[config.mk]
export PLATFORM = sky130hd
export DESIGN_NAME = fifo_write_arbiter
export DESIGN_NICKNAME = d
export VERILOG_FILES = /design/src/rtl/fifo_write_arbiter.sv
export SDC_FILE = /design/constraint.sdc
export NUM_CORES = 1
export LEC_CHECK = 0
export BUFFER_PORTS_ARGS = -buffer_cell sky130_fd_sc_hd__clkbuf_2
export CAP_MARGIN = 20
export CORE_AREA = 2 2 153 155
export DETAILED_ROUTE_END_ITERATION = 7
export DIE_AREA = 0 0 155 157
export GPL_TIMING_DRIVEN = 0
export PLACE_DENSITY = 0.41
export SLEW_MARGIN = 15
export SYNTH_ARGS = -nofsm -noshare
export SYNTH_HDL_FRONTEND = slang
export SYNTH_SLANG_ARGS = --single-unit
[constraint.sdc]
create_clock -name clk -period 1.6 [get_ports clk]
set_input_delay 0.16 -clock clk [delete_from_list [all_inputs] [get_ports clk]]
set_output_delay 0.16 -clock clk [all_outputs]
set_load 0.01 [all_outputs]
[src/rtl/fifo_write_arbiter.sv]
//------------------------------------------------------------------------------
// Module  : fifo_write_arbiter
// Brief   : Two-requester write arbiter in front of a FIFO. It uses bounded
//           bursts, round-robin tie-breaking and a one-cycle bubble whenever
//           a burst ends.
// Rev     : 1.0  initial release
//------------------------------------------------------------------------------
`default_nettype none

module fifo_write_arbiter #(
  parameter int DATA_WIDTH = 128,
  parameter int BURST_LEN  = 4
) (
  input  logic                  clk,
  input  logic                  rst,
  input  logic                  req0Valid,
  input  logic [DATA_WIDTH-1:0] req0Data,
  output logic                  req0Ready,
  input  logic                  req1Valid,
  input  logic [DATA_WIDTH-1:0] req1Data,
  output logic                  req1Ready,
  input  logic                  fifoFull,
  output logic                  fifoWrite,
  output logic [DATA_WIDTH-1:0] fifoData,
  output logic [1:0]            grant
);

  // State encoding doubles as the one-hot grant vector.
  localparam logic [1:0] S_IDLE = 2'b00;
  localparam logic [1:0] S_GNT0 = 2'b01;
  localparam logic [1:0] S_GNT1 = 2'b10;

  localparam logic [3:0] c_BURST_LEN = BURST_LEN[3:0];

  logic [1:0] r_state;
  logic [3:0] r_count;
  logic       r_last;      // requester served most recently (1 after reset)

  logic [1:0] w_state_nxt;
  logic [3:0] w_count_nxt;
  logic       w_last_nxt;
  logic       w_burst_done;
  logic       w_xfer0;
  logic       w_xfer1;

  // A burst that has reached its limit spends one cycle with readies low.
  // During that cycle the arbiter decides whether to switch requesters.
  assign w_burst_done = (r_count == c_BURST_LEN);

  assign req0Ready = (r_state == S_GNT0) & ~fifoFull & ~w_burst_done;
  assign req1Ready = (r_state == S_GNT1) & ~fifoFull & ~w_burst_done;
  assign w_xfer0   = req0Valid & req0Ready;
  assign w_xfer1   = req1Valid & req1Ready;
  assign fifoWrite = w_xfer0 | w_xfer1;
  assign grant     = r_state;

  // Present the granted requester's word and drive zeros while idle.
  always_comb begin
    case (r_state)
      S_GNT0:  fifoData = req0Data;
      S_GNT1:  fifoData = req1Data;
      default: fifoData = '0;
    endcase
  end

  // Next-state, burst counter and last-served decisions.
  always_comb begin
    w_state_nxt = r_state;
    w_count_nxt = r_count;
    w_last_nxt  = r_last;
    case (r_state)
      S_IDLE: begin
        if (req0Valid && req1Valid) begin
          w_state_nxt = r_last ? S_GNT0 : S_GNT1;
        end else if (req0Valid) begin
          w_state_nxt = S_GNT0;
        end else if (req1Valid) begin
          w_state_nxt = S_GNT1;
        end
        w_count_nxt = 4'd0;
      end
      S_GNT0: begin
        // A full FIFO freezes everything, including the burst count.
        if (!fifoFull) begin
          if (!req0Valid) begin
            w_state_nxt = req1Valid ? S_GNT1 : S_IDLE;
            w_last_nxt  = 1'b0;
            w_count_nxt = 4'd0;
          end else if (w_burst_done) begin
            if (req1Valid) begin
              w_state_nxt = S_GNT1;
              w_last_nxt  = 1'b0;
            end
            w_count_nxt = 4'd0;
          end else if (w_xfer0) begin
            w_count_nxt = r_count + 4'd1;
          end
        end
      end
      S_GNT1: begin
        if (!fifoFull) begin
          if (!req1Valid) begin
            w_state_nxt = req0Valid ? S_GNT0 : S_IDLE;
            w_last_nxt  = 1'b1;
            w_count_nxt = 4'd0;
          end else if (w_burst_done) begin
            if (req0Valid) begin
              w_state_nxt = S_GNT0;
              w_last_nxt  = 1'b1;
            end
            w_count_nxt = 4'd0;
          end else if (w_xfer1) begin
            w_count_nxt = r_count + 4'd1;
          end
        end
      end
      default: begin
        w_state_nxt = S_IDLE;
        w_count_nxt = 4'd0;
      end
    endcase
  end

  // State registers. Reset makes requester 0 the preferred requester.
  always_ff @(posedge clk or posedge rst) begin
    if (rst) begin
      r_state <= S_IDLE;
      r_count <= 4'd0;
      r_last  <= 1'b1;
    end else begin
      r_state <= w_state_nxt;
      r_count <= w_count_nxt;
      r_last  <= w_last_nxt;
    end
  end

endmodule

`default_nettype wire

==> impl_metrics.py, run 1 <==
metrics = {
    "outcome": {
        "status": "finished, violations left",
        "violations": "negative setup slack",
    },
    "yosys": {
        "ys_seq_elements": 7,
        "synth.distinct_cells": 28,
        "synth_top_area_share_pct": 38.7,
        "syn_area_um2": 2480,
        "ys_warn_count": 0,
        "syn_avg_cell_area_um2": 6.88,
        "async_reset_ff_share_pct": 100,
        "yosys-top-cells-area": "a22oi_1 39%, nor2b_1 33%, dfrtp_1 6.0%",
        "yosysSeqAreaShare_pct": 7.11,
        "synthFlopType": "dfrtp_1",
        "synth-edff-count": 0,
        "netlist.top_cell.by_area": "a22oi_1",
        "synth_nets": 628,
        "syn_inst": 361,
    },
    "die": {
        "initial_utilization_pct": 11.0,
        "core_region_area_um2": 22500,
        "pin_count": 394,
        "die_h_um": 157,
        "num_rows": 55,
        "die_w_um": 155,
        "dieArea_um2": 24300,
    },
    "sta": {
        "hold_viol_final": 0,
        "rsz0062_at_grt": "true",
        "fin_crit_sh_pct": 121,
        "post-route-worst-setup-slack_ns": -0.333,
        "worstMarginPinSlew_ns": 0.318,
        "slew_headroom_pct": 78.8,
        "fin_setup_tns_ns": -34.45,
        "finalMaxSlewViolations": 0,
        "setup_viol": 137,
        "fmax_mhz": 517,
        "period_needed_ns": 1.93,
        "fin_skew_ns": 0.00329,
    },
    "detailed_routing": {
        "drtIter0Drc": 120,
        "ant_nets": 0,
        "wirelength_mm": 18.5,
        "dr.pass1.iters": 4,
        "drc": 0,
        "vias_per_cell": 4.24,
        "vias": 4511,
        "wl_per_cell_um": 17.4,
    },
    "flow_run": {
        "max_cap_viol_count": 0,
    },
    "cts": {
        "clock_sinks": 7,
        "root_buffer": "clkbuf_16",
        "htree_levels": 1,
        "numCtsBuffers": 3,
        "clkTransAtPathRegs_ns": 0.04,
        "cts_tree": "done",
        "cts_max_path_buffers": 2,
        "insertion_delay_ns": 0.24,
    },
    "cells_and_area": {
        "n_fill_cell": 2480,
        "final_cell_mix": "345 x clkbuf_2, 104 x nor2b_1, 89 x a22oi_2, 41 x buf_2, 39 x a22oi_1",
        "multi_input_area_um2": 2750,
        "area_growth_pct": 155,
        "stdcell_area_um2": 6330,
        "layout-drive-gt1-share_pct": 76.1,
        "final_nets": 1045,
        "final_core_util_pct": 28.1,
        "final_common_cell": "clkbuf_2",
        "seq_area_um2": 179,
    },
    "worst_setup_path": {
        "cpMostUsedCell": "buf_12",
        "critical_path.max_fanout": 10,
        "critPathRequiredTime_ns": 1.44,
        "slowest_delay_ns": 0.44,
        "end_kind": "output pin",
        "crit_arrival_ns": 1.77,
        "worstSetupPathType": "reg2out",
        "slowest_stage": "dfrtp_2",
        "crit_chain": "inv_4 > ha_4 > buf_12 > clkbuf_16 > buf_12 > a22oi_2 > nor2b_4 > buf_6",
        "start_kind": "flop",
        "r2r_slack_ns": -0.27,
    },
    "placement": {
        "io_buffers": 392,
        "dpl_cell_area_um2": 4830,
        "dp_hpwl_mm": 14.9,
        "place_congestion": 0.730,
    },
    "grt": {
        "overflow": 0,
        "grt_antenna_before_repair": 2,
        "grt_pass1_vias": 4346,
        "grt_pass1_wl_mm": 25.2,
        "grt.total_usage_pct": 13.3,
        "grt_max_degree": 11,
    },
    "power_and_ir_drop": {
        "leakagePower_nw": 3.00,
        "ir_drop_v": 0.000737,
        "power_density_nw_per_um2": 1860,
    },
    "worst_hold_path": {
        "hold_path_class": "in2reg",
    },
}
## logic make-up (layout without fill, tap and decap cells)
group	after synthesis	count (layout)	share of synthesized area, %
AOI/OAI and AO/OA	145	145	43.3
xor gates and xnor gates	2	2	0.706
adders and majority gates	6	6	3.02
buffers and inverters	52	468	9.07
DFF	7	7	7.11
muxes	1	1	0.403
other	0	1	0
and+or+nand+nor	148	148	36.4
## path summary, 6_finish.rpt
check,startpoint,end,depth (start not counted)
worst max-delay path,grant[0]$_DFFE_PP0P_,fifoData[62],8
worst min-delay path,fifoFull,r_count[1]$_DFFE_PP0P_,4
worst max register to register,grant[0]$_DFFE_PP0P_,r_last$_DFFE_PP1P_,8
worst min register to register,r_last$_DFFE_PP1P_,r_last$_DFFE_PP1P_,1
max in group asynchronous,rst,r_last$_DFFE_PP1P_,3
min in group asynchronous,rst,r_count[0]$_DFFE_PP0P_,3
## metrics by stage
stage,std cells,worst slack [ns],hold WS [ns],power [mW]
after floorplan,361,-0.0781,-0.0374,4.90
after global placement,1038,-0.696,0.0981,7.87
after detailed placement,1038,-0.754,0.102,7.80
after CTS,1056,-0.351,0.295,10.6
after global routing,1063,-0.398,0.410,12.7
final,1063,-0.333,0.363,11.8
## per-layer routing
| layer | vias to the layer above | wire (um) | GRT usage [%] |
|---|---|---|---|
| li1 | 2166 | - | - |
| met1 | 2076 | 7020 | 15.1 |
| met2 | 252 | 9850 | 26.0 |
| met3 | 15 | 1380 | 2.86 |
| met4 | 2 | 210 | 1.63 |
| met5 | - | 13 | 0 |
## layout make-up
class | count | share of cell area [%]
timing repair buffer | 412 | 35.8
tap | 285 | 5.63
clock buffer | 4 | 1.24
sequential | 7 | 2.83
buffer | 45 | 10.5
inverter | 7 | 0.494
antenna | 1 | 0.0395
multi-input combinational | 302 | 43.4
## report_power, final
part           internal [mW]  leakage, nW  switching, mW  total (mW)
registers              0.243       0.0881         0.0736       0.317
logic                   5.91         2.87           5.11        11.0
clock network          0.333       0.0382          0.107       0.440
total                   6.49         3.00           5.30        11.8
## flip-flops by register name (all words and copies together), names as in the netlist
| signal | flops |
|---|---|
| grant | 2 |
| r_count | 4 |
| r_last | 1 |
## what timing repair did
action                                  CTS  global route
endpoints found under the setup margin  138           138
hold buffers                              1             0
pin swaps                                 1            15
buffers inserted                          8             4
gates cloned                              5             2
hold endpoints to repair                  6             0
gates resized for setup                 164           177
## cell usage after synthesis, drive strengths merged (2+ instances only)
library cell / n
o21a: 2
nand4: 2
o22a: 2
clkbuf: 24
a31oi: 3
ha: 6
and2: 3
inv: 7
o21ai: 5
xor2: 2
dfrtp: 6
nor2b: 130
buf: 21
nor2: 7
nand2: 3
a22oi: 128
## worst max-delay path, delay by kind of cell (launching register included)
kind	cells	cell delay, ns
simple gates	1	0.07
buf+inv	5	0.63
flops	1	0.44
compound gates	1	0.22
fa+ha+maj	1	0.17
Note: power is estimated with default switching activity, not from simulation.
==> inputs of run 2 (changes only) <==
CORE_AREA = 3 3 150 152   (was 2 2 153 155)
DIE_AREA = 0 0 153 155   (was 0 0 155 157)
GPL_TIMING_DRIVEN = unset   (was 0)
PLACE_DENSITY = 0.42   (was 0.41)
clock period = 1.9 ns   (was 1.6 ns; I/O delays follow)
==> run 2 against run 1 <==
  * The flow still finishes with violations (negative setup slack)
  * Combinational power is 30% lower
  * Flip-flop and latch count unchanged
  * Worst hold slack gained 0.030 ns
  * Wire length rose by 3.4%
  * Via count down 1.8%
  * Critical endpoint is now fifoWrite
==> impl_metrics.py, run 2 (same netlist as run 1, synthesis figures left out) <==
metrics = {
    "outcome": {
        "status": "finished, violations left",
        "violations": "negative setup slack",
    },
    "placement": {
        "place_congestion": 0.766,
        "io_buffers": 393,
        "dp_hpwl_mm": 13.8,
        "dp.cells": 996,
        "dp_slack_ns": 0.173,
    },
    "worst_setup_path": {
        "critPathRequiredTime_ns": 1.71,
        "worstSetupPathType": "reg2out",
        "critPathTopFamily": "buffers and inverters",
        "end_kind": "output pin",
        "crit_chain": "inv_2 > ha_4 > buf_6 > buf_4 > a22o_4 > and2_4 > buf_6",
        "cpMostUsedCell": "buf_6",
        "crit_arrival_ns": 1.72,
        "slowest_delay_ns": 0.42,
        "start_kind": "flop",
        "critical_path.max_fanout": 6,
        "slowest_stage": "dfrtp_1",
        "cp_num_buf_inv": 4,
    },
    "sta": {
        "fin_hold_ws_ns": 0.393,
        "post-route-worst-setup-slack_ns": -0.0142,
        "worstMarginPinSlew_ns": 0.315,
        "fin_skew_ns": 0.00162,
        "slew_headroom_pct": 79.0,
        "fin_setup_tns_ns": -0.0212,
        "period_needed_ns": 1.91,
        "fin_crit_sh_pct": 101,
        "setup_viol": 3,
        "finalMaxSlewViolations": 0,
        "fmax_mhz": 522,
        "hold_viol_final": 0,
        "rsz0062_at_grt": "true",
    },
    "detailed_routing": {
        "wl_per_cell_um": 18.6,
        "dr.pass1.iters": 4,
        "vias_per_cell": 4.31,
        "vias": 4430,
        "ant_nets": 0,
        "drc": 0,
        "wirelength_mm": 19.1,
        "drtIter0Drc": 204,
    },
    "cells_and_area": {
        "area_growth_pct": 123,
        "largest_reg_flops": 4,
        "layout-drive-gt1-share_pct": 62.7,
        "antenna_cells": 0,
        "stdcell_count": 1028,
        "seq_area_um2": 176,
        "n_fill_cell": 2396,
        "final_nets": 1021,
        "final_cell_mix": "352 x clkbuf_2, 129 x nor2b_1, 101 x a22oi_1, 40 x buf_2, 27 x a22oi_2",
        "multi_input_area_um2": 2270,
        "final_common_cell": "clkbuf_2",
        "largest_register": "r_count",
    },
    "die": {
        "num_rows": 53,
        "die_h_um": 155,
        "initial_utilization_pct": 11.7,
        "die_w_um": 153,
        "core_region_area_um2": 21200,
        "pin_count": 394,
        "dieArea_um2": 23700,
    },
    "cts": {
        "root_buffer": "clkbuf_16",
        "cts_max_path_buffers": 2,
        "clock_sinks": 7,
        "cts_tree": "done",
        "htree_levels": 1,
        "clkTransAtPathRegs_ns": 0.04,
        "insertion_delay_ns": 0.23,
        "numCtsBuffers": 3,
    },
    "grt": {
        "grt_antenna_before_repair": 0,
        "grt.total_usage_pct": 12.6,
        "overflow": 0,
        "grt_pass1_wl_mm": 24.3,
        "grt_max_degree": 55,
        "grt_pass1_vias": 4228,
    },
    "power_and_ir_drop": {
        "ir_drop_v": 0.000636,
        "leakagePower_nw": 2.75,
        "power_density_nw_per_um2": 1490,
    },
    "worst_hold_path": {
        "hold_path_class": "in2reg",
    },
    "flow_run": {
        "max_cap_viol_count": 0,
    },
}
## run 2: cell types whose count changed in the layout (fill, tap and decap cells not counted), moves of 7 or more
cell | before | now
a22oi_1 | 39 | 101
a22oi_2 | 89 | 27
nor2b_1 | 104 | 129
nor2b_2 | 17 | 1
buf_8 | 13 | 2
buf_6 | 16 | 7
nor2b_4 | 9 | 0
clkbuf_2 | 345 | 352
clkbuf_8 | 7 | 0
## run 2: report_power, final
part	switching, mW	total [mW]	internal (mW)
clock network	0.0836	0.363	0.280
logic	3.83	7.65	3.82
registers	0.0484	0.250	0.201
total	3.96	8.26	4.30
## run 2: metrics by stage
stage | total power, mW | cell area (um2) | utilization [%]
finish | 8.26 | 5540 | 26.2
global route | 8.98 | 5540 | 26.2
global placement | 6.62 | 4830 | 22.9
detailed placement | 6.57 | 4830 | 22.9
floorplan | 4.07 | 2480 | -
CTS | 7.08 | 4970 | 23.5
## run 2: area by class of cell
type | count | share of cell area (%)
tap | 275 | 6.21
multi-input combinational | 302 | 41.1
inverter | 7 | 0.474
clock buffer | 4 | 1.42
timing repair buffer | 433 | 47.6
sequential | 7 | 3.18
## run 2: worst register-to-register path, stage by stage (launching register included)
cell and delay (ns):
dfrtp_1 0.42, inv_2 0.09, ha_4 0.20, buf_6 0.13, buf_4 0.13, a22o_4 0.26, a21o_4 0.22, o21a_1 0.18
o22a_1 0.19
## run 2: final timing paths
path                                      start                      to  slack [ns]  cells after the start
setup / recovery           grant[0]$_DFFE_PP0P_               fifoWrite       -0.01                      7
min in group asynchronous                   rst  r_count[2]$_DFFE_PP0P_        0.44                      3
hold / removal                         fifoFull  r_count[0]$_DFFE_PP0P_        0.39                      4
setup reg to reg           grant[0]$_DFFE_PP0P_      r_last$_DFFE_PP1P_           0                      8
max in group asynchronous                   rst      r_last$_DFFE_PP1P_        1.18                      3
hold reg to reg              r_last$_DFFE_PP1P_      r_last$_DFFE_PP1P_        0.54                      1
## run 2: routing by layer
metal  routed length (um)  track usage [%]
met1                 7900             15.3
met2                 9750             24.0
met3                 1400             2.59
met4                   44             1.02
met5                    0                0
## run 2: what timing repair did
action / CTS / global route
buffers inserted: 1 / 13
hold buffers: 1 / 0
cloned: 1 / 12
gates resized for setup: 3 / 84
pin swaps: 0 / 4
hold endpoints to repair: 6 / 0
endpoints found under the setup margin: 55 / 116
==> inputs of run 3 (changes only) <==
ABC_CLOCK_PERIOD_IN_PS = 1900   (was unset)
MAX_ROUTING_LAYER = met4   (was unset)
==> run 3 against run 2 <==
  * The flow still finishes with violations (negative setup slack)
  * Clock power is essentially flat
  * Flip-flop and latch count unchanged
  * Clock skew hardly changed
  * Largest cell class unchanged
  * Utilization about the same
  * Global-route usage up 0.35 points
==> impl_metrics.py, run 3 (same netlist as run 1, synthesis figures left out) <==
metrics = {
    "outcome": {
        "violations": "negative setup slack",
        "status": "finished, violations left",
    },
    "die": {
        "num_rows": 53,
        "die_h_um": 155,
        "dieArea_um2": 23700,
        "core_region_area_um2": 21200,
        "die_w_um": 153,
        "pin_count": 394,
        "initial_utilization_pct": 11.7,
    },
    "power_and_ir_drop": {
        "leakagePower_nw": 2.75,
        "totalPowerFinal_mw": 8.27,
        "power_density_nw_per_um2": 1490,
        "ir_drop_v": 0.000635,
    },
    "detailed_routing": {
        "drc": 0,
        "ant_nets": 0,
        "vias_per_cell": 4.34,
        "dr.pass1.iters": 4,
        "wl_per_cell_um": 18.5,
        "wirelength_mm": 19.0,
        "vias": 4458,
        "drtIter0Drc": 244,
    },
    "cells_and_area": {
        "antenna_cells": 0,
        "final_nets": 1021,
        "largest_register": "r_count",
        "final_common_cell": "clkbuf_2",
        "final_cell_mix": "353 x clkbuf_2, 129 x nor2b_1, 100 x a22oi_1, 39 x buf_2, 28 x a22oi_2",
        "layout-drive-gt1-share_pct": 62.8,
        "final_core_util_pct": 26.2,
        "largest_reg_flops": 4,
        "n_fill_cell": 2392,
        "area_growth_pct": 123,
    },
    "placement": {
        "place_congestion": 0.776,
        "dp_slack_ns": 0.173,
        "io_buffers": 393,
        "dp_hpwl_mm": 13.8,
    },
    "worst_hold_path": {
        "hold_path.startpoint": "fifoFull",
        "hold_path_class": "in2reg",
        "worstHoldEndpoint": "r_count[0]$_DFFE_PP0P_",
        "whs_path_depth": 4,
    },
    "grt": {
        "grt_antenna_before_repair": 0,
        "grt_pass1_vias": 4240,
        "grt_pass1_wl_mm": 24.3,
        "overflow": 0,
        "grt.total_usage_pct": 13.0,
        "grt_max_degree": 55,
    },
    "sta": {
        "slew_headroom_pct": 79.8,
        "fin_crit_sh_pct": 101,
        "hold_viol_final": 0,
        "fmax_mhz": 523,
        "rsz0062_at_grt": "true",
        "period_needed_ns": 1.91,
        "setup_viol": 2,
        "fin_skew_ns": 0.00205,
        "finalMaxSlewViolations": 0,
        "worstMarginPinSlew_ns": 0.303,
        "fin_hold_ws_ns": 0.387,
        "post-route-worst-setup-slack_ns": -0.0109,
    },
    "worst_setup_path": {
        "crit_chain": "inv_2 > ha_4 > buf_6 > buf_4 > a22o_4 > and2_4 > buf_6",
        "critPathRequiredTime_ns": 1.71,
        "critical_path.max_fanout": 6,
        "cpMostUsedCell": "buf_6",
        "end_kind": "output pin",
        "r2r-start": "grant[0]$_DFFE_PP0P_",
        "slowest_stage": "dfrtp_1",
        "critPathTopFamily": "buffers and inverters",
        "r2r_slack_ns": 0.01,
        "worstSetupPathType": "reg2out",
        "reg2reg_to": "r_last$_DFFE_PP1P_",
        "start_kind": "flop",
        "crit_arrival_ns": 1.72,
        "cp_num_buf_inv": 4,
        "slowest_delay_ns": 0.41,
        "rr_worst_depth": 8,
    },
    "cts": {
        "numCtsBuffers": 3,
        "clkTransAtPathRegs_ns": 0.04,
        "root_buffer": "clkbuf_16",
        "cts_max_path_buffers": 2,
        "clock_sinks": 7,
        "insertion_delay_ns": 0.23,
        "cts_tree": "done",
        "htree_levels": 1,
    },
    "flow_run": {
        "max_cap_viol_count": 0,
    },
}
## run 3: cell types whose count changed in the layout (fill, tap and decap cells not counted)
cell	delta
a22oi_1	-1
a22oi_2	+1
buf_2	-1
clkbuf_2	+1
## run 3: metal layers
metal / GRT usage [%] / wire length [um]
met5: - / 0
met4: 1.02 / 44
met3: 2.03 / 1300
met2: 24.1 / 9720
met1: 15.5 / 7960
## run 3: metrics by stage
step	cell area, um2	setup TNS, ns	cells
floorplan	2480	0	361
global placement	4830	0	996
detailed placement	4830	0	996
CTS	4970	0	1003
global route	5540	-3.52	1028
finish	5540	-0.0140	1028
## run 3: how the worst max path moves through the flow
stage                         startpoint                    to  slack, ns  cells after the start
floorplan           grant[0]$_DFFE_PP0P_           fifoData[0]       0.14                      5
global placement    grant[1]$_DFFE_PP0P_  grant[0]$_DFFE_PP0P_       0.16                      6
detailed placement  grant[1]$_DFFE_PP0P_  grant[0]$_DFFE_PP0P_       0.17                      6
CTS                 grant[1]$_DFFE_PP0P_           fifoData[7]      0.008                      6
global route        grant[0]$_DFFE_PP0P_          fifoData[44]      -0.08                      8
finish              grant[0]$_DFFE_PP0P_             fifoWrite      -0.01                      7
## run 3: layout make-up
| cell class | instances | area [um2] | area share, % |
|---|---|---|---|
| Tap cell | 275 | 344 | 6.21 |
| Inverter | 7 | 26.3 | 0.474 |
| Sequential cell | 7 | 176 | 3.18 |
| Timing Repair Buffer | 433 | 2640 | 47.6 |
| Clock buffer | 4 | 78.8 | 1.42 |
| Multi-Input combinational cell | 302 | 2280 | 41.1 |
## run 3: power by group
group / switching [mW] / internal (mW) / leakage, nW / total (mW)
logic: 3.83 / 3.82 / 2.62 / 7.66
registers: 0.0485 / 0.201 / 0.0906 / 0.250
clock network: 0.0831 / 0.280 / 0.0382 / 0.363
## run 3: worst register-to-register path: cells and delay by family (launching register included)
kind,cells,cell delay [ns]
compound gates,4,0.85
fa+ha+maj,1,0.20
buf+inv,3,0.35
flops,1,0.41
## run 3: timing repair
action	4_1_cts	5_1_grt
hold buffers	1	0
buffers inserted	1	13
endpoints found under the setup margin	55	116
pin swaps	0	4
gates cloned	1	12
endpoints found under the hold margin	6	0
resized for setup	3	84
